<file path="src/rtl/mem_pipe_stage_pkg.sv">
// rtl/mem_pipe_stage_pkg.sv - default widths and write-back bundle type for the MEM/WB stage
package risc_pipe_pkg;

    localparam int WR_ID_W  = 5;
    localparam int FMASK_W  = 8;
    localparam int RESULT_W = 16;
    localparam int FLAGS_W  = 8;

    typedef struct packed {
        logic [WR_ID_W-1:0]  wr_id;
        logic [FMASK_W-1:0]  fmask;
        logic [RESULT_W-1:0] result;
        logic [FLAGS_W-1:0]  flags;
    } wb_bundle_t;

endpackage

</file>
<file path="src/rtl/mem_pipe_stage_if.sv">
// rtl/mem_pipe_stage_if.sv - MEM-side and WB-side handshake bundle of the MEM/WB stage
interface mem_pipe_stage_if #(
    parameter int WR_ID_W  = risc_pipe_pkg::WR_ID_W,
    parameter int FMASK_W  = risc_pipe_pkg::FMASK_W,
    parameter int RESULT_W = risc_pipe_pkg::RESULT_W,
    parameter int FLAGS_W  = risc_pipe_pkg::FLAGS_W
);
    import risc_pipe_pkg::*;

    logic                in_valid;
    logic                in_ready;
    logic [WR_ID_W-1:0]  in_wr_id;
    logic [FMASK_W-1:0]  in_fmask;
    logic [RESULT_W-1:0] in_result;
    logic [FLAGS_W-1:0]  in_flags;

    logic                out_valid;
    logic                out_ready;
    logic [WR_ID_W-1:0]  out_wr_id;
    logic [FMASK_W-1:0]  out_fmask;
    logic [RESULT_W-1:0] out_result;
    logic [FLAGS_W-1:0]  out_flags;

    modport master (
        output in_valid, in_wr_id, in_fmask, in_result, in_flags,
        input  in_ready,
        input  out_valid, out_wr_id, out_fmask, out_result, out_flags,
        output out_ready
    );

    modport slave (
        input  in_valid, in_wr_id, in_fmask, in_result, in_flags,
        output in_ready,
        output out_valid, out_wr_id, out_fmask, out_result, out_flags,
        input  out_ready
    );

endinterface

</file>
<file path="src/rtl/mem_pipe_slot.sv">
// rtl/mem_pipe_slot.sv - one valid bit plus payload entry with load and clear controls
module mem_pipe_slot
    import risc_pipe_pkg::*;
#(
    parameter int W = 1
) (
    input  logic         clk_i,
    input  logic         rst_ni,
    input  logic         load_i,
    input  logic         clear_i,
    input  logic [W-1:0] data_i,
    output logic         valid_o,
    output logic [W-1:0] data_o
);

    logic         valid_q, valid_d;
    logic [W-1:0] data_q, data_d;

    // Load wins over clear so an entry can be refilled on the cycle it drains;
    // clear only drops the valid bit and leaves the payload in place.
    always_comb begin
        valid_d = valid_q;
        data_d  = data_q;
        if (load_i) begin
            valid_d = 1'b1;
            data_d  = data_i;
        end else if (clear_i) begin
            valid_d = 1'b0;
        end
    end

    // Entry register, zeroed by reset.
    always_ff @(posedge clk_i) begin
        if (!rst_ni) begin
            valid_q <= 1'b0;
            data_q  <= '0;
        end else begin
            valid_q <= valid_d;
            data_q  <= data_d;
        end
    end

    assign valid_o = valid_q;
    assign data_o  = data_q;

endmodule

</file>
<file path="src/rtl/mem_pipe_stage.sv">
// rtl/mem_pipe_stage.sv - MEM/WB handshake stage; MEM_PIPE_STAGE_SKID_EN adds a skid entry
module mem_pipe_stage #(
    parameter int WR_ID_W  = risc_pipe_pkg::WR_ID_W,
    parameter int FMASK_W  = risc_pipe_pkg::FMASK_W,
    parameter int RESULT_W = risc_pipe_pkg::RESULT_W,
    parameter int FLAGS_W  = risc_pipe_pkg::FLAGS_W
) (
    input  logic              CLK,
    input  logic              RST_N,
    input  logic              stall,
    input  logic              flush,
    output logic [1:0]        occupancy,
    mem_pipe_stage_if.slave   bus
);
    import risc_pipe_pkg::*;

    localparam int BUNDLE_W = WR_ID_W + FMASK_W + RESULT_W + FLAGS_W;

    logic [BUNDLE_W-1:0] in_bundle;
    logic [BUNDLE_W-1:0] m_next;
    logic [BUNDLE_W-1:0] m_data;
    logic                m_valid;
    logic                m_load;
    logic                m_clear;
    logic                in_xfer;
    logic                out_xfer;

    assign in_bundle = {bus.in_wr_id, bus.in_fmask, bus.in_result, bus.in_flags};
    assign {bus.out_wr_id, bus.out_fmask, bus.out_result, bus.out_flags} = m_data;

    // During flush out_valid still shows the old M so a same-cycle consume is honoured.
    assign bus.out_valid = m_valid & !stall;
    assign in_xfer       = bus.in_valid & bus.in_ready;
    assign out_xfer      = bus.out_valid & bus.out_ready;

    mem_pipe_slot #(.W(BUNDLE_W)) u_main (
        .clk_i   (CLK),
        .rst_ni  (RST_N),
        .load_i  (m_load),
        .clear_i (m_clear),
        .data_i  (m_next),
        .valid_o (m_valid),
        .data_o  (m_data)
    );

`ifdef MEM_PIPE_STAGE_SKID_EN
    logic                s_valid;
    logic                s_load;
    logic                s_clear;
    logic [BUNDLE_W-1:0] s_data;

    // in_ready depends only on registered S occupancy, cutting the out_ready path.
    assign bus.in_ready = !s_valid & !stall & !flush;
    assign m_next       = s_valid ? s_data : in_bundle;
    assign occupancy    = {1'b0, m_valid} + {1'b0, s_valid};

    // Slot controls: S catches the in-flight bundle when WB stalls, and refills M first on drain.
    always_comb begin
        m_load  = 1'b0;
        m_clear = 1'b0;
        s_load  = 1'b0;
        s_clear = 1'b0;
        if (!stall) begin
            if (flush) begin
                m_clear = 1'b1;
                s_clear = 1'b1;
            end else if (!m_valid) begin
                m_load = in_xfer;
            end else if (out_xfer) begin
                if (s_valid) begin
                    m_load  = 1'b1;
                    s_clear = 1'b1;
                end else if (in_xfer) begin
                    m_load = 1'b1;
                end else begin
                    m_clear = 1'b1;
                end
            end else begin
                s_load = in_xfer;
            end
        end
    end

    mem_pipe_slot #(.W(BUNDLE_W)) u_skid (
        .clk_i   (CLK),
        .rst_ni  (RST_N),
        .load_i  (s_load),
        .clear_i (s_clear),
        .data_i  (in_bundle),
        .valid_o (s_valid),
        .data_o  (s_data)
    );
`else
    // Single entry: accept whenever M is empty or is being consumed this cycle.
    assign bus.in_ready = !stall & !flush & (!m_valid | bus.out_ready);
    assign m_next       = in_bundle;
    assign occupancy    = {1'b0, m_valid};

    // M control: load on accept, empty on consume without a replacement.
    always_comb begin
        m_load  = 1'b0;
        m_clear = 1'b0;
        if (!stall) begin
            if (flush) begin
                m_clear = 1'b1;
            end else begin
                m_load  = in_xfer;
                m_clear = out_xfer & !in_xfer;
            end
        end
    end
`endif

endmodule

</file>
<file path="src/flat_wrapper.sv">
// flat-port wrapper written by rule: the top's interface ports become plain ports
module mem_pipe_stage_flat import risc_pipe_pkg::*;
#(
    parameter int WR_ID_W  = risc_pipe_pkg::WR_ID_W,
    parameter int FMASK_W  = risc_pipe_pkg::FMASK_W,
    parameter int RESULT_W = risc_pipe_pkg::RESULT_W,
    parameter int FLAGS_W  = risc_pipe_pkg::FLAGS_W
)
  (CLK, RST_N, stall, flush, occupancy, bus_in_valid, bus_in_wr_id, bus_in_fmask, bus_in_result, bus_in_flags, bus_in_ready, bus_out_valid, bus_out_wr_id, bus_out_fmask, bus_out_result, bus_out_flags, bus_out_ready);
  mem_pipe_stage_if #(.WR_ID_W(WR_ID_W), .FMASK_W(FMASK_W), .RESULT_W(RESULT_W), .FLAGS_W(FLAGS_W)) bus_i ();
  input  logic CLK;
  input  logic RST_N;
  input  logic stall;
  input  logic flush;
  output logic [1:0] occupancy;
  input wire logic [$bits(bus_i.in_valid)-1:0] bus_in_valid;
  input wire logic [$bits(bus_i.in_wr_id)-1:0] bus_in_wr_id;
  input wire logic [$bits(bus_i.in_fmask)-1:0] bus_in_fmask;
  input wire logic [$bits(bus_i.in_result)-1:0] bus_in_result;
  input wire logic [$bits(bus_i.in_flags)-1:0] bus_in_flags;
  output wire logic [$bits(bus_i.in_ready)-1:0] bus_in_ready;
  output wire logic [$bits(bus_i.out_valid)-1:0] bus_out_valid;
  output wire logic [$bits(bus_i.out_wr_id)-1:0] bus_out_wr_id;
  output wire logic [$bits(bus_i.out_fmask)-1:0] bus_out_fmask;
  output wire logic [$bits(bus_i.out_result)-1:0] bus_out_result;
  output wire logic [$bits(bus_i.out_flags)-1:0] bus_out_flags;
  input wire logic [$bits(bus_i.out_ready)-1:0] bus_out_ready;
  assign bus_i.in_valid = bus_in_valid;
  assign bus_i.in_wr_id = bus_in_wr_id;
  assign bus_i.in_fmask = bus_in_fmask;
  assign bus_i.in_result = bus_in_result;
  assign bus_i.in_flags = bus_in_flags;
  assign bus_in_ready = bus_i.in_ready;
  assign bus_out_valid = bus_i.out_valid;
  assign bus_out_wr_id = bus_i.out_wr_id;
  assign bus_out_fmask = bus_i.out_fmask;
  assign bus_out_result = bus_i.out_result;
  assign bus_out_flags = bus_i.out_flags;
  assign bus_i.out_ready = bus_out_ready;
  mem_pipe_stage #(.WR_ID_W(WR_ID_W), .FMASK_W(FMASK_W), .RESULT_W(RESULT_W), .FLAGS_W(FLAGS_W)) u_core (.CLK(CLK), .RST_N(RST_N), .stall(stall), .flush(flush), .occupancy(occupancy), .bus(bus_i));
endmodule
</file>
<file path="config.mk">
export PLATFORM = sky130hd
export DESIGN_NAME = mem_pipe_stage_flat
export DESIGN_NICKNAME = d
export VERILOG_FILES = /design/src/rtl/mem_pipe_stage_pkg.sv /design/src/rtl/mem_pipe_stage_if.sv /design/src/rtl/mem_pipe_slot.sv /design/src/rtl/mem_pipe_stage.sv /design/src/flat_wrapper.sv
export SDC_FILE = /design/constraint.sdc
export NUM_CORES = 1
export LEC_CHECK = 0
export CAP_MARGIN = 20
export CORE_MARGIN = 1.5
export CORE_UTILIZATION = 25
export DETAILED_ROUTE_END_ITERATION = 8
export DONT_BUFFER_PORTS = 1
export MAX_ROUTING_LAYER = met4
export SYNTH_ARGS = -nofsm -noshare
export SYNTH_HDL_FRONTEND = slang
export SYNTH_HIERARCHICAL = 1
export SYNTH_SLANG_ARGS = --single-unit
</file>
<file path="constraint.sdc">
create_clock -name CLK -period 1.7 [get_ports CLK]
set_input_delay 0.51 -clock CLK [delete_from_list [all_inputs] [get_ports CLK]]
set_output_delay 0.51 -clock CLK [all_outputs]
set_load 0.1 [all_outputs]
</file>
# == Word level (Yosys, flattened, before mapping) ==
# Index checks and enable logic that the tools add are counted.
# totals
ff_bits,38
in_bits,43
word_cells,20
# classes
mux,6
bitwise_logic,7
n_reduce_logical,5
# op_table
op,count
$and 1x1->1,6
$mux 1,6
$logic_not 1->1,4
$reduce_bool 2->1,1
$or 1x1->1,1

# == Logic depth before layout (Yosys ltp) ==
# Gate-level depths: netlist of run 1.
# depth
depth_word,10
depth_mapped,6
mapped_depth_nobuf,4

# == Cells and area by module ==
# The synthesis of run 1 kept the hierarchy.
# by_module_without_submodules
module,n_inst,cells_per_inst,area_per_inst_um2,seq_area_each_um2
mem_pipe_slot,1,122,1441.4,760.7
mem_pipe_stage,1,10,70.1,0.0

# == Worst setup path after synthesis of run 1 ==
# OpenSTA, ideal clock, no wires.
# synth_timing
kind,in2out
from,input port bus_out_ready
to,output port bus_in_ready
t_arrival_ns,2.825
required_time_ns,1.190
path_slack_ns,-1.635
path_stages,2
path_cell_list,inv_1 > a211oi_1
# synth_between
elab_chain_cells,2
# synth_lines
element,line,rtl
start: declaration,flat_wrapper.sv:27,input wire logic [$bits(bus_i.out_ready)-1:0] bus_out_ready;
$or 1x1->1,mem_pipe_stage.sv:95,assign bus.in_ready = !stall & !flush & (!m_valid | bus.out_ready);
$and 1x1->1,mem_pipe_stage.sv:95,
end: declaration,flat_wrapper.sv:21,output wire logic [$bits(bus_i.in_ready)-1:0] bus_in_ready;
# Every way passes these cells.

# == Worst setup path after layout of run 1 ==
# layout_timing
from,register u_core.u_main.valid_q (netlist: u_core/u_main/valid_o)
to,output port bus_in_ready
# layout_between
elab_chain_cells,3
# layout_lines
element,line,rtl
start: declaration,mem_pipe_slot.sv:16,"logic valid_q, valid_d;"
start signal: assignment,mem_pipe_slot.sv:38,valid_q <= valid_d;
$logic_not 1->1,mem_pipe_stage.sv:95,
$or 1x1->1,mem_pipe_stage.sv:95,
$and 1x1->1,mem_pipe_stage.sv:95,
# Every way passes these cells.

==> flow_summary.toml, run 1 <==
[worst_setup_path]
crit_fanout = 3
cp_slowest_cell = "dfxtp_4"
r2r_end = "u_core/u_main/data_o[4]$_SDFFE_PN0P_"
ff2ff_path_depth = 4
end_kind = "primary output"
max_stage_delay_ns = 0.37
timing.reg2reg.setup_slack_ns = 0.20
crit_arrival_ns = 1.14
r2r-start = "u_core/u_main/valid_o$_SDFFE_PN0P_"
start_kind = "flop"
worst-setup-path-type = "flop to primary output"
crit_required_ns = 1.19
path_cells = "a211oi_4 -> buf_12"

[timing]
finalSetupViolCount = 0
layout_worst_path_cycle_share_pct = 97.26
holdWs_ns = 0.3460
rsz0062_at_grt = "false"
hold_viol = 0
finalSetupTns_ns = 0
fmax_mhz = 604.8
period_minus_slack_ns = 1.653
finalClockSkew_ns = 0.002678
finalMaxSlewViolations = 0

[worst_hold_path]
min_path_type = "input port to flop"
hold_depth = 1
min_to = "u_core/u_main/valid_o$_SDFFE_PN0P_"
min_from = "RST_N"

[synthesis]
async_reset_ff_share_pct = 0
synthCells = 132
synth_fp_nets = 175
yosys.area.top_type = "dfxtp_1"
syn_avg_cell_area_um2 = 11.45
syn_area_mm2 = 0.001511
synth_top_cells_by_count = "nor2b_1 (39), dfxtp_1 (38), mux2i_1 (37)"
yosysUniqueCellTypes = 14
synth_flop_cell = "dfxtp_1"
yosys.area.top_type_share_pct = 50.33
synth_most_common_cell = "nor2b_1"
synth_warnings = 6
yosysSeqAreaShare_pct = 50.33
ys_ff_latch = 38
netlist_top_cells_area = "dfxtp_1 (50%), mux2i_1 (25%), nor2b_1 (16%)"
synth_edf_count = 0

[routing]
firstDrtPassIters = 4
wirelength_met1_mm = 1.138
route.met3.wl_um = 337
vias_per_cell = 4.112
antenna_left = 0
finalWirelength_mm = 2.838
wl_met2_mm = 1.329
drt_iter0_drc = 39
vias = 1024
drc = 0
top_layer = "met4"
wl_per_cell_um = 11.40

[clock_tree]
numCtsBuffers = 5
cts_hold_buf = 0
cts_tree = "built"
numClockSinks = 38
htree_levels = 2
cts_root_buffer = "clkbuf_8"
clk_latency_ns = 0.28
post_cts_buffers = 0
cts_buffer_depth = 2
cts.reportedPaths.clkPinSlew_ns = 0.07

[floorplanning]
die_height_um = 80.76
start_util_pct = 25.68
die_w_um = 80.76
core_area_mm2 = 0.005886
num_rows = 28
die-area_mm2 = 0.006521
io_pins = 84

[layout]
final_cell_area_mm2 = 0.002042
drive_gt1_share_pct = 32.18
multi_input_comb_area_um2 = 691.9
fillers = 600
syn2layout_area_growth_pct = 35.10
diodes = 0
fin_nets = 216
seq_area_um2 = 764.5

[placement]
place_area_mm2 = 0.001928
io_buffers = 0
dpl.hpwl_mm = 2.067
gp_congestion = 0.6632

[global_routing]
grt_pass1_vias = 1016
grt_overflow_total = 0
track_usage_pct = 8.994
antenna_found_initial = 0
grt_max_degree = 39
grt_pass1_wl_mm = 4.305

[pwr]
leakage_nw = 0.7809
power_density_mw_per_mm2 = 1024
p_total_mw = 2.091
irDropWorstVdd_mv = 0.2994

[status]
status = "finished, final reports clean"

[job]
cap_violations = 0
-- through the flow --
stage / instances / worst slack (ns) / utilization, %
final: 249 / 0.04658 / 34.69
after global routing: 249 / 0.002919 / 34.69
after CTS: 249 / 0.005290 / 34.59
after detailed placement: 241 / -0.04964 / 32.76
after global placement: 241 / -0.02473 / 32.76
after floorplan: 132 / -0.2199 / -
-- sequential cells by signal, indices dropped and copies added (netlist names) --
register               count
u_core/u_main/valid_o      1
u_core/u_main/data_o      37
-- metal layers --
metal	global-route usage, %	vias to the layer above
li1	-	512
met1	9.215	452
met2	15.04	56
met3	4.382	4
met4	3.103	0
met5	-	-
-- worst max-delay path by stage --
stage	startpoint	endpoint	cells after the start
final	u_core/u_main/valid_o$_SDFFE_PN0P_	bus_in_ready	2
after global routing	u_core/u_main/valid_o$_SDFFE_PN0P_	bus_in_ready	2
after CTS	u_core/u_main/valid_o$_SDFFE_PN0P_	bus_out_valid	3
after detailed placement	bus_in_valid	u_core/u_main/data_o[4]$_SDFFE_PN0P_	5
after global placement	bus_in_valid	u_core/u_main/data_o[4]$_SDFFE_PN0P_	5
after floorplan	bus_out_ready	bus_in_ready	2
-- cells by family after synthesis --
kind of cell	Yosys count	share of synthesized area [%]
AO/OA/AOI/OAI	4	2.732
buffers and inverters	13	6.043
flip-flops	38	50.33
multiplexers	37	24.50
other	1	0.2481
AND/OR/NAND/NOR	39	16.14
-- what timing repair did --
item,in CTS,in global routing
resized for setup,1,2
endpoints found under the setup margin,3,1
pin swaps,0,0
-- worst max-delay path: cells and delay by family (launching register included) --
family | cells | cell delay (ns)
AO/OA/AOI/OAI | 1 | 0.28
flip-flops | 1 | 0.37
buffers and inverters | 1 | 0.21
-- power by group --
| part | internal, mW | switching (mW) | total [mW] |
|---|---|---|---|
| Combinational | 0.110 | 0.308 | 0.418 |
| Clock | 0.439 | 0.304 | 0.743 |
| Sequential | 0.920 | 0.0107 | 0.930 |
| Total | 1.47 | 0.623 | 2.09 |
-- cell usage in the layout, fill, tap and decap left out --
cell type  instances
inv_1              2
a2111oi_4          1
dfxtp_1           37
buf_6              1
a32o_2             1
nor2b_4            1
clkbuf_1           2
clkbuf_8           5
buf_12             3
a211oi_4           1
dfxtp_4            1
o21a_1             1
buf_4             40
conb_1             1
mux2i_1           37
bufinv_16          1
inv_4              1
nor2b_1           38
-- final cells by class --
| cell class | instances | share of cell area [%] |
|---|---|---|
| Sequential cell | 38 | 37.44 |
| Multi-Input combinational cell | 81 | 33.88 |
| Clock buffer | 7 | 3.738 |
| Timing Repair Buffer | 44 | 18.20 |
| Inverter | 3 | 0.6740 |
| Tap cell | 75 | 4.596 |
| Clock inverter | 1 | 1.471 |
(Power assumes the default switching activity.)
==> run 2, diff against run 1 <==
--- a/config.mk
+++ b/config.mk
@@ -8,10 +8,10 @@
 export CAP_MARGIN = 20
 export CORE_MARGIN = 1.5
 export CORE_UTILIZATION = 25
+export CTS_CLUSTER_SIZE = 20
 export DETAILED_ROUTE_END_ITERATION = 8
 export DONT_BUFFER_PORTS = 1
 export MAX_ROUTING_LAYER = met4
 export SYNTH_ARGS = -nofsm -noshare
 export SYNTH_HDL_FRONTEND = slang
-export SYNTH_HIERARCHICAL = 1
 export SYNTH_SLANG_ARGS = --single-unit
==> run 2 against run 1 <==
  * Design area grew 0.24%
  * Sequential share of layout area shrank 0.21 points
  * Via count grew 18%
  * Largest power group unchanged
==> flow_summary.toml, run 2 <==
[routing]
drt_iter0_drc = 46
finalWirelength_mm = 3.117
wl_per_cell_um = 11.01
vias = 1213
firstDrtPassIters = 4
vias_per_cell = 4.286
drc = 0
antenna_left = 0

[clock_tree]
numClockSinks = 38
cts_tree = "built"
cts_hold_buf = 0
cts.reportedPaths.clkPinSlew_ns = 0.07
cts_buffer_depth = 2
clk_latency_ns = 0.28
numCtsBuffers = 5
cts_root_buffer = "clkbuf_8"
htree_levels = 2

[worst_setup_path]
end_kind = "primary output"
crit_fanout = 5
crit_arrival_ns = 1.04
crit_required_ns = 1.19
start_kind = "flop"
worst-setup-path-type = "flop to primary output"

[timing]
period_minus_slack_ns = 1.549
fmax_mhz = 645.7
finalMaxSlewViolations = 0
holdWs_ns = 0.3595
finalSetupViolCount = 0
rsz0062_at_grt = "false"
fin_ws_ns = 0.1512
hold_viol = 0
finalSetupTns_ns = 0
finalClockSkew_ns = 0.005662
layout_worst_path_cycle_share_pct = 91.11

[synthesis]
synth_top_cells_by_count = "nand2_1 (75), dfxtp_1 (38), mux2i_1 (37), clkbuf_1 (4)"
async_reset_ff_share_pct = 0
synth-simple-area-share_pct = 18.42
synth_warnings = 0
yosys.area_share.xor_xnor_pct = 0
yosys.area.top_type = "dfxtp_1"
yosysSeqAreaShare_pct = 47.46
syn_avg_cell_area_um2 = 9.211
synth_top_family_by_area = "multiplexers"
syn_area_mm2 = 0.001603
synth_adder_area_share_pct = 0
synth_compound_area_share_pct = 2.966
yosysUniqueCellTypes = 17
netlist_top_cells_area = "dfxtp_1 (47%), mux2i_1 (23%), nand2_1 (18%)"
synth_edf_count = 0
synth_most_common_cell = "nand2_1"
synth_fp_nets = 217
ys_ff_latch = 38
synthCells = 174
synth_flop_cell = "dfxtp_1"
synth.mux.area_fraction_pct = 23.11
yosys.area.top_type_share_pct = 47.46

[pwr]
leakage_nw = 0.8406
p_total_mw = 1.951
irDropWorstVdd_mv = 0.3643
power_density_mw_per_mm2 = 953.1

[floorplanning]
io_pins = 84
start_util_pct = 26.45
core_area_mm2 = 0.006061
die_w_um = 83.07
die_height_um = 83.07
die-area_mm2 = 0.006901
num_rows = 28

[job]
cap_violations = 0

[layout]
layoutNonFillerInstCount = 283
fin_nets = 252
largest_reg_flops = 37
diodes = 0
syn2layout_area_growth_pct = 27.71
drive_gt1_share_pct = 25.48
layout_common_cells = "nand2_1 (75), buf_4 (38), mux2i_1 (37), dfxtp_1 (37), clkbuf_8 (6)"
layout_commonest_cell = "nand2_1"

[global_routing]
grt_max_degree = 76
track_usage_pct = 9.796
grt_overflow_total = 0
grt_pass1_vias = 1197
antenna_found_initial = 0
grt_pass1_wl_mm = 5.333

[placement]
pre_cts_ws_ns = 0.08405
gp_congestion = 0.6957
io_buffers = 0
dpl.hpwl_mm = 2.224
dpl.cell_count = 277

[worst_hold_path]
min_path_type = "input port to flop"

[status]
status = "finished, final reports clean"
-- run 2: cell count changes in the layout (fill, tap and decap cells not counted), moves of 2 or more --
cell / before / now
nor2b_1: 38 / 0
clkbuf_1: 2 / 0
buf_4: 40 / 38
nor2_1: 0 / 2
nand2_1: 0 / 75
-- run 2: critical path, cell delays in order (launching register included) --
cell     delay [ns]
dfxtp_2        0.40
nor2b_4        0.18
buf_12         0.18
-- run 2: through the flow --
stage / area [um2] / util [%]
2_1_floorplan: 1622 / -
3_3_place_gp: 1963 / 32.39
3_5_place_dp: 1963 / 32.39
4_1_cts: 2046 / 33.75
5_1_grt: 2047 / 33.77
6_report: 2047 / 33.77
-- run 2: routing by layer --
metal,wire length [um],GRT usage [%],vias up
met1,1368,10.57,536
met3,278,4.175,5
met2,1435,16.48,56
li1,-,-,616
met4,34,2.727,0
met5,0,-,-
-- run 2: path summary, 6_finish.rpt --
path,from,endpoint,slack [ns],cells after the start
worst min-delay path,bus_in_wr_id[0],u_core.u_main.data_o[32]$_SDFFE_PN0P_,0.36,2
worst max register to register,u_core.u_main.valid_o$_SDFFE_PN0P_,u_core.u_main.data_o[22]$_SDFFE_PN0P_,0.35,3
worst max-delay path,u_core.u_main.valid_o$_SDFFE_PN0P_,bus_out_valid,0.15,2
worst min register to register,u_core.u_main.data_o[11]$_SDFFE_PN0P_,u_core.u_main.data_o[11]$_SDFFE_PN0P_,0.46,2
-- run 2: kinds of logic after synthesis --
group,after synthesis
AOI/OAI and AO/OA,4
buffers and inverters,16
DFF,38
muxes,37
other,1
and+or+nand+nor,78
-- run 2: area by class of cell --
cell class | count | area (um2)
Timing Repair Buffer | 42 | 365.4
Sequential cell | 38 | 762.0
Multi-Input combinational cell | 120 | 735.7
Tap cell | 75 | 93.84
Fill cell | 626 | 4014
Inverter | 2 | 7.507
Clock buffer | 6 | 82.58
-- run 2: timing repair --
action,4_1_cts,5_1_grt
buffers inserted,0,0
setup endpoints to repair,0,1
gates resized for setup,0,1
-- run 2: power breakdown --
part	leakage, nW	switching [mW]	total [mW]	internal (mW)
logic	0.488	0.315	0.411	0.0962
registers	0.309	0.0105	0.932	0.921
clock network	0.0431	0.295	0.608	0.313
==> run 3, diff against run 2 <==
--- a/config.mk
+++ b/config.mk
@@ -7,7 +7,7 @@
 export LEC_CHECK = 0
 export CAP_MARGIN = 20
 export CORE_MARGIN = 1.5
-export CORE_UTILIZATION = 25
+export CORE_UTILIZATION = 34
 export CTS_CLUSTER_SIZE = 20
 export DETAILED_ROUTE_END_ITERATION = 8
 export DONT_BUFFER_PORTS = 1
==> run 3 against run 2 <==
  * The flow now finishes with violations (design-rule violations)
  * Clock power up 2%
  * Cell count down 7.8%
  * Clock skew down 0.0032 ns
==> flow_summary.toml, run 3 (synthesis gave the netlist of run 2 again) <==
[floorplanning]
io_pins = 84
core_area_mm2 = 0.004444
die_w_um = 71.66
die_height_um = 71.66
die-area_mm2 = 0.005135
num_rows = 24
start_util_pct = 36.06

[worst_setup_path]
path_cells = "nor2b_4 -> buf_12"
r2r-start = "u_core.u_main.valid_o$_SDFFE_PN0P_"
worst-setup-path-type = "flop to primary output"
cp_slowest_cell = "dfxtp_2"
end_kind = "primary output"
ff2ff_path_depth = 3
crit_required_ns = 1.19
timing.reg2reg.setup_slack_ns = 0.34
r2r_end = "u_core.u_main.data_o[35]$_SDFFE_PN0P_"
crit_arrival_ns = 1.06
max_stage_delay_ns = 0.41
crit_fanout = 5
start_kind = "flop"

[routing]
finalWirelength_mm = 2.995
drt_iter0_drc = 40
vias = 1184
drc = 2
antenna_left = 0
vias_per_cell = 4.536
wl_per_cell_um = 11.48
firstDrtPassIters = 8

[clock_tree]
cts_hold_buf = 0
cts_root_buffer = "clkbuf_8"
numCtsBuffers = 5
numClockSinks = 38
clk_latency_ns = 0.28
post_cts_buffers = 0
cts.reportedPaths.clkPinSlew_ns = 0.07
cts_tree = "built"
cts_buffer_depth = 2
htree_levels = 2

[pwr]
switching_power_mw = 0.6166
netSwitchingFraction_pct = 31.49
p_seq_share_pct = 47.6
pwr-share-comb_pct = 20.8
leakage_nw = 0.8372
clock_power_share_pct = 31.6
irDropWorstVdd_mv = 0.4133
power_density_mw_per_mm2 = 975.6
p_int_mw = 1.341

[timing]
rsz0062_at_grt = "false"
fmax_mhz = 637.7
period_minus_slack_ns = 1.568
finalClockSkew_ns = 0.002431
finalSetupViolCount = 0
holdWs_ns = 0.3609
hold_viol = 0
finalMaxSlewViolations = 0
fin_ws_ns = 0.1318
layout_worst_path_cycle_share_pct = 92.25

[worst_hold_path]
hold_depth = 2
min_from = "bus_in_flags[1]"
min_path_type = "input port to flop"
min_to = "u_core.u_main.data_o[1]$_SDFFE_PN0P_"

[placement]
pre_cts_ws_ns = 0.07400
dpl.hpwl_mm = 2.053
dpl.cell_count = 253
io_buffers = 0
gp_congestion = 0.6637
place_area_mm2 = 0.001914

[layout]
drive_gt1_share_pct = 25.36
layout_common_cells = "nand2_1 (75), buf_4 (38), mux2i_1 (37), dfxtp_1 (37), clkbuf_8 (6)"
largest_reg_flops = 37
fin_nets = 251
diodes = 0
syn2layout_area_growth_pct = 25.21
layout_commonest_cell = "nand2_1"
final_cell_area_mm2 = 0.002007
layoutNonFillerInstCount = 261

[global_routing]
grt_pass1_vias = 1184
track_usage_pct = 13.18
grt_pass1_wl_mm = 5.099
grt_overflow_total = 0
grt_max_degree = 76
antenna_found_initial = 0

[status]
status = "complete, but fails checks"
violations = "design-rule violations"

[job]
cap_violations = 0
-- run 3: per-layer routing --
layer / GRT usage [%] / up-vias / wire length [um]
li1: - / 617 / -
met4: 4.403 / 0 / 29
met3: 5.767 / 4 / 300
met1: 14.27 / 512 / 1258
met5: - / - / 0
met2: 21.60 / 51 / 1405
-- run 3: how the worst max path moves through the flow --
stage | slack (ns) | endpoint | depth (start not counted) | from
final | 0.13 | bus_out_valid | 2 | u_core.u_main.valid_o$_SDFFE_PN0P_
after global routing | 0.08 | bus_out_valid | 2 | u_core.u_main.valid_o$_SDFFE_PN0P_
after CTS | 0.11 | bus_out_valid | 2 | u_core.u_main.valid_o$_SDFFE_PN0P_
after detailed placement | 0.07 | u_core.u_main.data_o[20]$_SDFFE_PN0P_ | 4 | bus_out_ready
after global placement | 0.16 | u_core.u_main.data_o[28]$_SDFFE_PN0P_ | 4 | bus_out_ready
after floorplan | -0.05 | bus_in_ready | 2 | flush
-- run 3: worst max-delay path: cells and delay by family (launching register included) --
| kind | cells | cell delay [ns] |
|---|---|---|
| buf+inv | 1 | 0.18 |
| flops | 1 | 0.41 |
| simple gates | 1 | 0.19 |
-- run 3: power groups by stage --
stage / Clock, mW / Combinational (mW) / Sequential, mW
6_report: 0.618 / 0.407 / 0.933
5_1_grt: 0.694 / 0.424 / 0.936
4_1_cts: 0.651 / 0.409 / 0.933
3_5_place_dp: 0 / 0.409 / 0.953
3_3_place_gp: 0 / 0.407 / 0.952
2_1_floorplan: 0 / 0.147 / 1.18
-- run 3: repair_timing --
| item | CTS | global route |
|---|---|---|
| endpoints found under the hold margin | 0 | 0 |
| endpoints found under the setup margin | 1 | 0 |
| resized for setup | 1 | 0 |
-- run 3: final cells by class --
cell class	instances	area (um2)
Inverter	2	7.507
Fill cell	455	2437
Sequential cell	38	762.0
Clock buffer	7	86.33
Tap cell	52	65.06
Timing Repair Buffer	41	345.3
Multi-Input combinational cell	120	735.7
Clock inverter	1	5.005
-- run 3: stage by stage --
stage                     total power, mW  TNS [ns]  util, %
final                               1.958         0    45.16
after global routing                2.054         0    45.16
after CTS                           1.993         0    45.16
after detailed placement            1.362         0    43.07
after global placement              1.359         0    43.07
after floorplan                     1.325  -0.04754        -
==> patch 1 (config.mk and constraints of run 1) <==
Set the package constant `WR_ID_W` to 10 (it was 5).
--- a/src/rtl/mem_pipe_stage_pkg.sv
+++ b/src/rtl/mem_pipe_stage_pkg.sv
@@ -1,7 +1,7 @@
 // rtl/mem_pipe_stage_pkg.sv - default widths and write-back bundle type for the MEM/WB stage
 package risc_pipe_pkg;
 
-    localparam int WR_ID_W  = 5;
+    localparam int WR_ID_W  = 10;
     localparam int FMASK_W  = 8;
     localparam int RESULT_W = 16;
     localparam int FLAGS_W  = 8;
Ports: changed (resized bus_in_wr_id and bus_out_wr_id); port bits go from 84 to 94. No check against the original RTL was run, so the function may have changed too.
==> patch 1 against run 1 <==
- sequential cell count up 5
- cell area up 10%
- setup slack better by 0.0087 ns
- via count up 11%
- critical path depth unchanged
- register-to-register slack better by 0.04 ns
- power up 6.2%
- maximum frequency up 0.53%
- largest cell class unchanged
- wire length up 11%
- count of clock-buffer cells in the layout up 1
- synthesized area up 15%
- clock power down 5.4%
==> patch 1: results (changes against run 1) <==
metric	value	unit	change
startpoint	u_core/u_main/valid_o$_SDFFE_PN0P_		unchanged
synth_area_leaders	dfxtp_1 50%, mux2i_1 24%, nor2b_1 16%, buf_12 4.6%, a2111oi_2 0.87%		was dfxtp_1 50%, mux2i_1 25%, nor2b_1 16%, buf_8 2.0%, buf_4 1.5%
dr_total_vias	1136		was 1024
clock_skew	0.00254	ns	was 0.00268 ns
wl_per_cell	11.6	um	was 11.4 um
cts_buffers	5		unchanged
drive_gt1_frac	0.313		was 0.322
status	completed		unchanged
async_reset_ff_frac	0		unchanged
first_pass_iters	4		unchanged
worst_hold_slack	0.342	ns	was 0.346 ns
hp-class	input port to register		unchanged
vdd_drop_max	310	uV	was 299 uV
rrSetupSlack	0.24	ns	was 0.20 ns
crit_fanout	5		was 3
largest_reg_flops	42		was 37
ys.flop_type	dfxtp_1		unchanged
clkLatencyLatePin	0.29	ns	
path_clk_slew	0.08	ns	
synth_nets	196		was 175
drv_cap	0		unchanged
cellLeakagePower	0.857	nW	was 0.781 nW
cts_resized	1		unchanged
r2r-start	u_core/u_main/valid_o$_SDFFE_PN0P_		unchanged
fin_nets	239		was 216
dp_hpwl	2280	um	was 2070 um
reg2regPathDepth	4		unchanged
htree_levels	2		unchanged
antenna_found_initial	0		unchanged
worstHoldStart	RST_N		unchanged
grtUsageTotal	0.0860		was 0.0899
slowest_stage	dfxtp_2		was dfxtp_4
holdPathEnd	u_core/u_main/valid_o$_SDFFE_PN0P_		unchanged
gp_congestion	0.623		was 0.663
drt_iter0_drc	22		was 39
r2r_end	u_core/u_main/data_o[40]$_SDFFE_PN0P_		was u_core/u_main/data_o[4]$_SDFFE_PN0P_
synth_common_cells	44 x nor2b_1, 43 x dfxtp_1, 42 x mux2i_1, 4 x buf_12, 4 x clkbuf_1		was 39 x nor2b_1, 38 x dfxtp_1, 37 x mux2i_1
synth_cell_type_count	13		was 14
yosysSeqAreaShare	0.496		was 0.503
hold_depth	1		unchanged
grt_max_degree	44		was 39
cpPeakStageDelay	0.37	ns	about the same
tns	0	ns	unchanged
io_buffers	0		unchanged
dpl_worst_slack	-0.0104	ns	was -0.0496 ns
grt_pass1_wl	4830	um	was 4310 um
internal-power	1.53	mW	was 1.47 mW
-- patch 1: worst max path at each step --
stage / cells past startpoint / slack [ns] / end
2_1_floorplan: 2 / -0.22 / bus_in_ready
3_3_place_gp: 5 / 0.02 / u_core/u_main/data_o[23]$_SDFFE_PN0P_
3_5_place_dp: 5 / -0.01 / u_core/u_main/data_o[24]$_SDFFE_PN0P_
4_1_cts: 2 / 0.03 / bus_in_ready
5_1_grt: 2 / 0.02 / bus_in_ready
6_report: 2 / 0.06 / bus_in_ready
-- patch 1: layer usage --
layer | track usage | wire length, um | up-vias
met4 | 0.0308 | 49 | 0
met3 | 0.0314 | 253 | 6
li1 | - | - | 568
met1 | 0.102 | 1330 | 513
met5 | - | 0 | -
met2 | 0.135 | 1520 | 49
-- patch 1: power by group through the flow --
stage | clock network, mW | logic [mW] | registers [mW]
after floorplan | 0 | 0.159 | 1.33
after global placement | 0 | 0.464 | 1.08
after detailed placement | 0 | 0.468 | 1.08
after CTS | 0.758 | 0.468 | 1.05
after global routing | 0.784 | 0.482 | 1.06
final | 0.703 | 0.465 | 1.05
-- patch 1: cell type report --
cell class / instances / area, um^2
tap: 80 / 100
multi-input combinational: 91 / 773
clock buffer: 8 / 100
sequential: 43 / 862
fill: 699 / 4500
inverter: 3 / 13.8
timing repair buffer: 47 / 403
-- patch 1: cells by family after synthesis --
group,count (synthesis),synth area share
AOI/OAI and AO/OA,4,0.0238
and+or+nand+nor,44,0.159
DFF,43,0.496
other,1,0.00216
muxes,42,0.242
buffers and inverters,14,0.0765
-- patch 1: worst max-delay path: cells and delay by family, from the launching register on --
kind	cells	cell delay, ns
flops	1	0.37
buf+inv	1	0.21
compound gates	1	0.28
-- patch 1: metrics by stage --
stage / std cells / instance area, um^2
2_1_floorplan: 148 / 1760
3_3_place_gp: 264 / 2150
3_5_place_dp: 264 / 2150
4_1_cts: 272 / 2250
5_1_grt: 272 / 2250
6_report: 272 / 2250
==> patch 2 (settings of run 1) <==
Made on the original files. Reset style: asynchronous (`rst_ni`), changed in one clocked block.
--- a/src/rtl/mem_pipe_slot.sv
+++ b/src/rtl/mem_pipe_slot.sv
@@ -30,7 +30,7 @@
     end
 
     // Entry register, zeroed by reset.
-    always_ff @(posedge clk_i) begin
+    always_ff @(posedge clk_i or negedge rst_ni) begin
         if (!rst_ni) begin
             valid_q <= 1'b0;
             data_q  <= '0;
Check against the original RTL: differs if RST_N is asserted again (counterexample within 4 cycles, from zero or initial values and one cycle with RST_N low); with RST_N held inactive, the same outputs for 10 cycles.
==> patch 2 against run 1 <==
- the run now ends with negative setup slack left
- global-route usage is 0.91 points higher
- non-clock buffer count shrank 26
- wire length rose by 9.2%
- setup slack got worse by 0.052 ns
- register-to-register slack lost 0.12 ns
- utilization is 0.54 points higher
- synthesized area increased by 3.1%
- cell area is 2.8% higher
- sequential cell count stayed put
Power is not compared: it rests on default switching activity, and its combinational part moved more than twofold at a synthesized area within 25%.
==> patch 2: results (changes against run 1) <==
metric	value	unit	change
cellLeakagePower	0.876	nW	
dr_total_vias	816		was 1024
met2WireLength	1770	um	was 1330 um
cts_buffer_depth	2		unchanged
cp.arrival	1.20	ns	was 1.14 ns
path_delay_family	flip-flops		unchanged
synth_area_leaders	dfrtp_1 61%, mux2_4 18%, mux2_2 13%, buf_6 2.2%, a2111oi_2 0.96%		was dfxtp_1 50%, mux2i_1 25%, nor2b_1 16%, buf_8 2.0%, buf_4 1.5%
drt-met1-wl	1100	um	was 1140 um
grtUsageTotal	0.0991		was 0.0899
grt_pass1_wl	4750	um	was 4310 um
drt_iter0_drc	18		was 39
ys.flop_type	dfrtp_1		was dfxtp_1
met2_usage	0.180		was 0.150
wl_met3	163	um	was 337 um
highest_layer	met4		unchanged
dp_cells	177		was 241
io_buffers	0		unchanged
num_antenna_cells	0		unchanged
setup_viol	1		was 0
first_pass_iters	2		was 4
htree_levels	2		unchanged
yosysSeqAreaShare	0.610		was 0.503
grt_max_degree	39		unchanged
clkLatencyLatePin	0.28	ns	about the same
layout_setup_ws	-0.00566	ns	was 0.0466 ns
clock_skew	0.00556	ns	was 0.00268 ns
cpPeakStageDelay	0.45	ns	was 0.37 ns
status	complete, but fails checks		was completed
met3_usage	0.0267		was 0.0438
synth_nets	134		was 175
drive_gt1_frac	0.847		was 0.322
fin_nets	153		was 216
gp_congestion	0.690		was 0.663
dpl_cell_area	0.00195	mm^2	was 0.00193 mm^2
crit_fanout	4		was 3
wl_per_cell	16.7	um	was 11.4 um
grt_pass1_vias	945		was 1016
vdd_drop_max	659	uV	
finalNonFillerCells	186		was 249
synth.avg_cell_area	17.1	um^2	was 11.5 um^2
synth_common_cells	38 x dfrtp_1, 19 x mux2_4, 18 x mux2_2, 4 x inv_1, 3 x buf_6		was 39 x nor2b_1, 38 x dfxtp_1, 37 x mux2i_1
cts_buffers	5		unchanged
worst_pin_slew	0.507	ns	
failed_checks	negative setup slack		
async_reset_ff_frac	1.00		was 0
dp_hpwl	2440	um	was 2070 um
synth_cell_type_count	13		was 14
grtUsageMet1	0.0959		was 0.0922
yosysWarnings	6		unchanged
slowest_stage	dfrtp_2		was dfxtp_4
hp-class	input port to asynchronous set/reset pin		was input port to register
path_clk_slew	0.07	ns	about the same
largest_reg_flops	37		unchanged
r2r-start	u_core/u_main/valid_o$_DFFE_PN0P_		was u_core/u_main/valid_o$_SDFFE_PN0P_
[patch 2: cell types whose count changed after synthesis, sizes merged, moves of 3 or more]
cell / run 1 / this run
dfrtp: 0 / 38
mux2i: 37 / 0
dfxtp: 38 / 0
nor2b: 39 / 1
mux2: 0 / 37
clkbuf: 3 / 0
[patch 2: final cells by class]
cell class                 instances  area [um^2]
sequential                        38          983
timing repair buffer              18          327
clock inverter                     2         12.5
tap                               75         93.8
clock buffer                       6         82.6
multi-input combinational         43          572
inverter                           4         27.5
fill                             582         3860
[patch 2: what timing repair did]
action | CTS | global route
endpoints found under the setup margin | 26 | 11
endpoints found under the hold margin | 38 | 0
hold buffers | 1 | 0
pin swaps | 1 | 0
resized for setup | 26 | 1
buffers inserted | 0 | 0
[patch 2: final timing paths]
| check | depth (start not counted) | slack, ns | to |
|---|---|---|---|
| worst max-delay path | 2 | -0.006 | bus_in_ready |
| worst min-delay path | 1 | 0.06 | u_core/u_main/data_o[35]$_DFFE_PN0P_ |
| worst max register to register | 3 | 0.08 | u_core/u_main/data_o[35]$_DFFE_PN0P_ |
| worst min register to register | 1 | 0.57 | u_core/u_main/data_o[9]$_DFFE_PN0P_ |
| max in group asynchronous | 1 | 1.44 | u_core/u_main/data_o[36]$_DFFE_PN0P_ |
| min in group CLK | 1 | 0.37 | u_core/u_main/data_o[16]$_DFFE_PN0P_ |
[patch 2: cells by family (layout without fill, tap and decap cells)]
| logic type | Yosys count | in the layout | share of synthesized area |
|---|---|---|---|
| flip-flops | 38 | 38 | 0.610 |
| multiplexers | 37 | 37 | 0.313 |
| buffers and inverters | 10 | 30 | 0.0441 |
| AO/OA/AOI/OAI | 4 | 4 | 0.0265 |
| other | 1 | 1 | 0.00241 |
| AND/OR/NAND/NOR | 1 | 1 | 0.00402 |
[patch 2: per-stage QoR]
stage / util / setup TNS, ns / worst slack [ns] / hold WS [ns]
2_1_floorplan: - / -0.398 / -0.211 / 0.214
3_3_place_gp: 0.327 / -0.754 / -0.0499 / 0.215
3_5_place_dp: 0.327 / -2.20 / -0.113 / 0.215
4_1_cts: 0.352 / -0.0249 / -0.0249 / 0.0573
5_1_grt: 0.352 / -0.0480 / -0.0480 / 0.0527
6_report: 0.352 / -0.00566 / -0.00566 / 0.0638
[patch 2: where the power goes]
group / switching [mW] / leakage (nW) / internal (mW)
Combinational: 0.691 / 0.406 / 0.507
Sequential: 1.21 / 0.423 / 1.12
Clock: 0.294 / 0.0472 / 0.325
Total: 2.20 / 0.876 / 1.95
[patch 2: worst reg2reg max path, delay by kind of cell (launching register included)]
kind                   cells  cell delay, ns
AOI/OAI and AO/OA          1            0.34
buffers and inverters      1            0.34
DFF                        1            0.45
muxes                      1            0.38
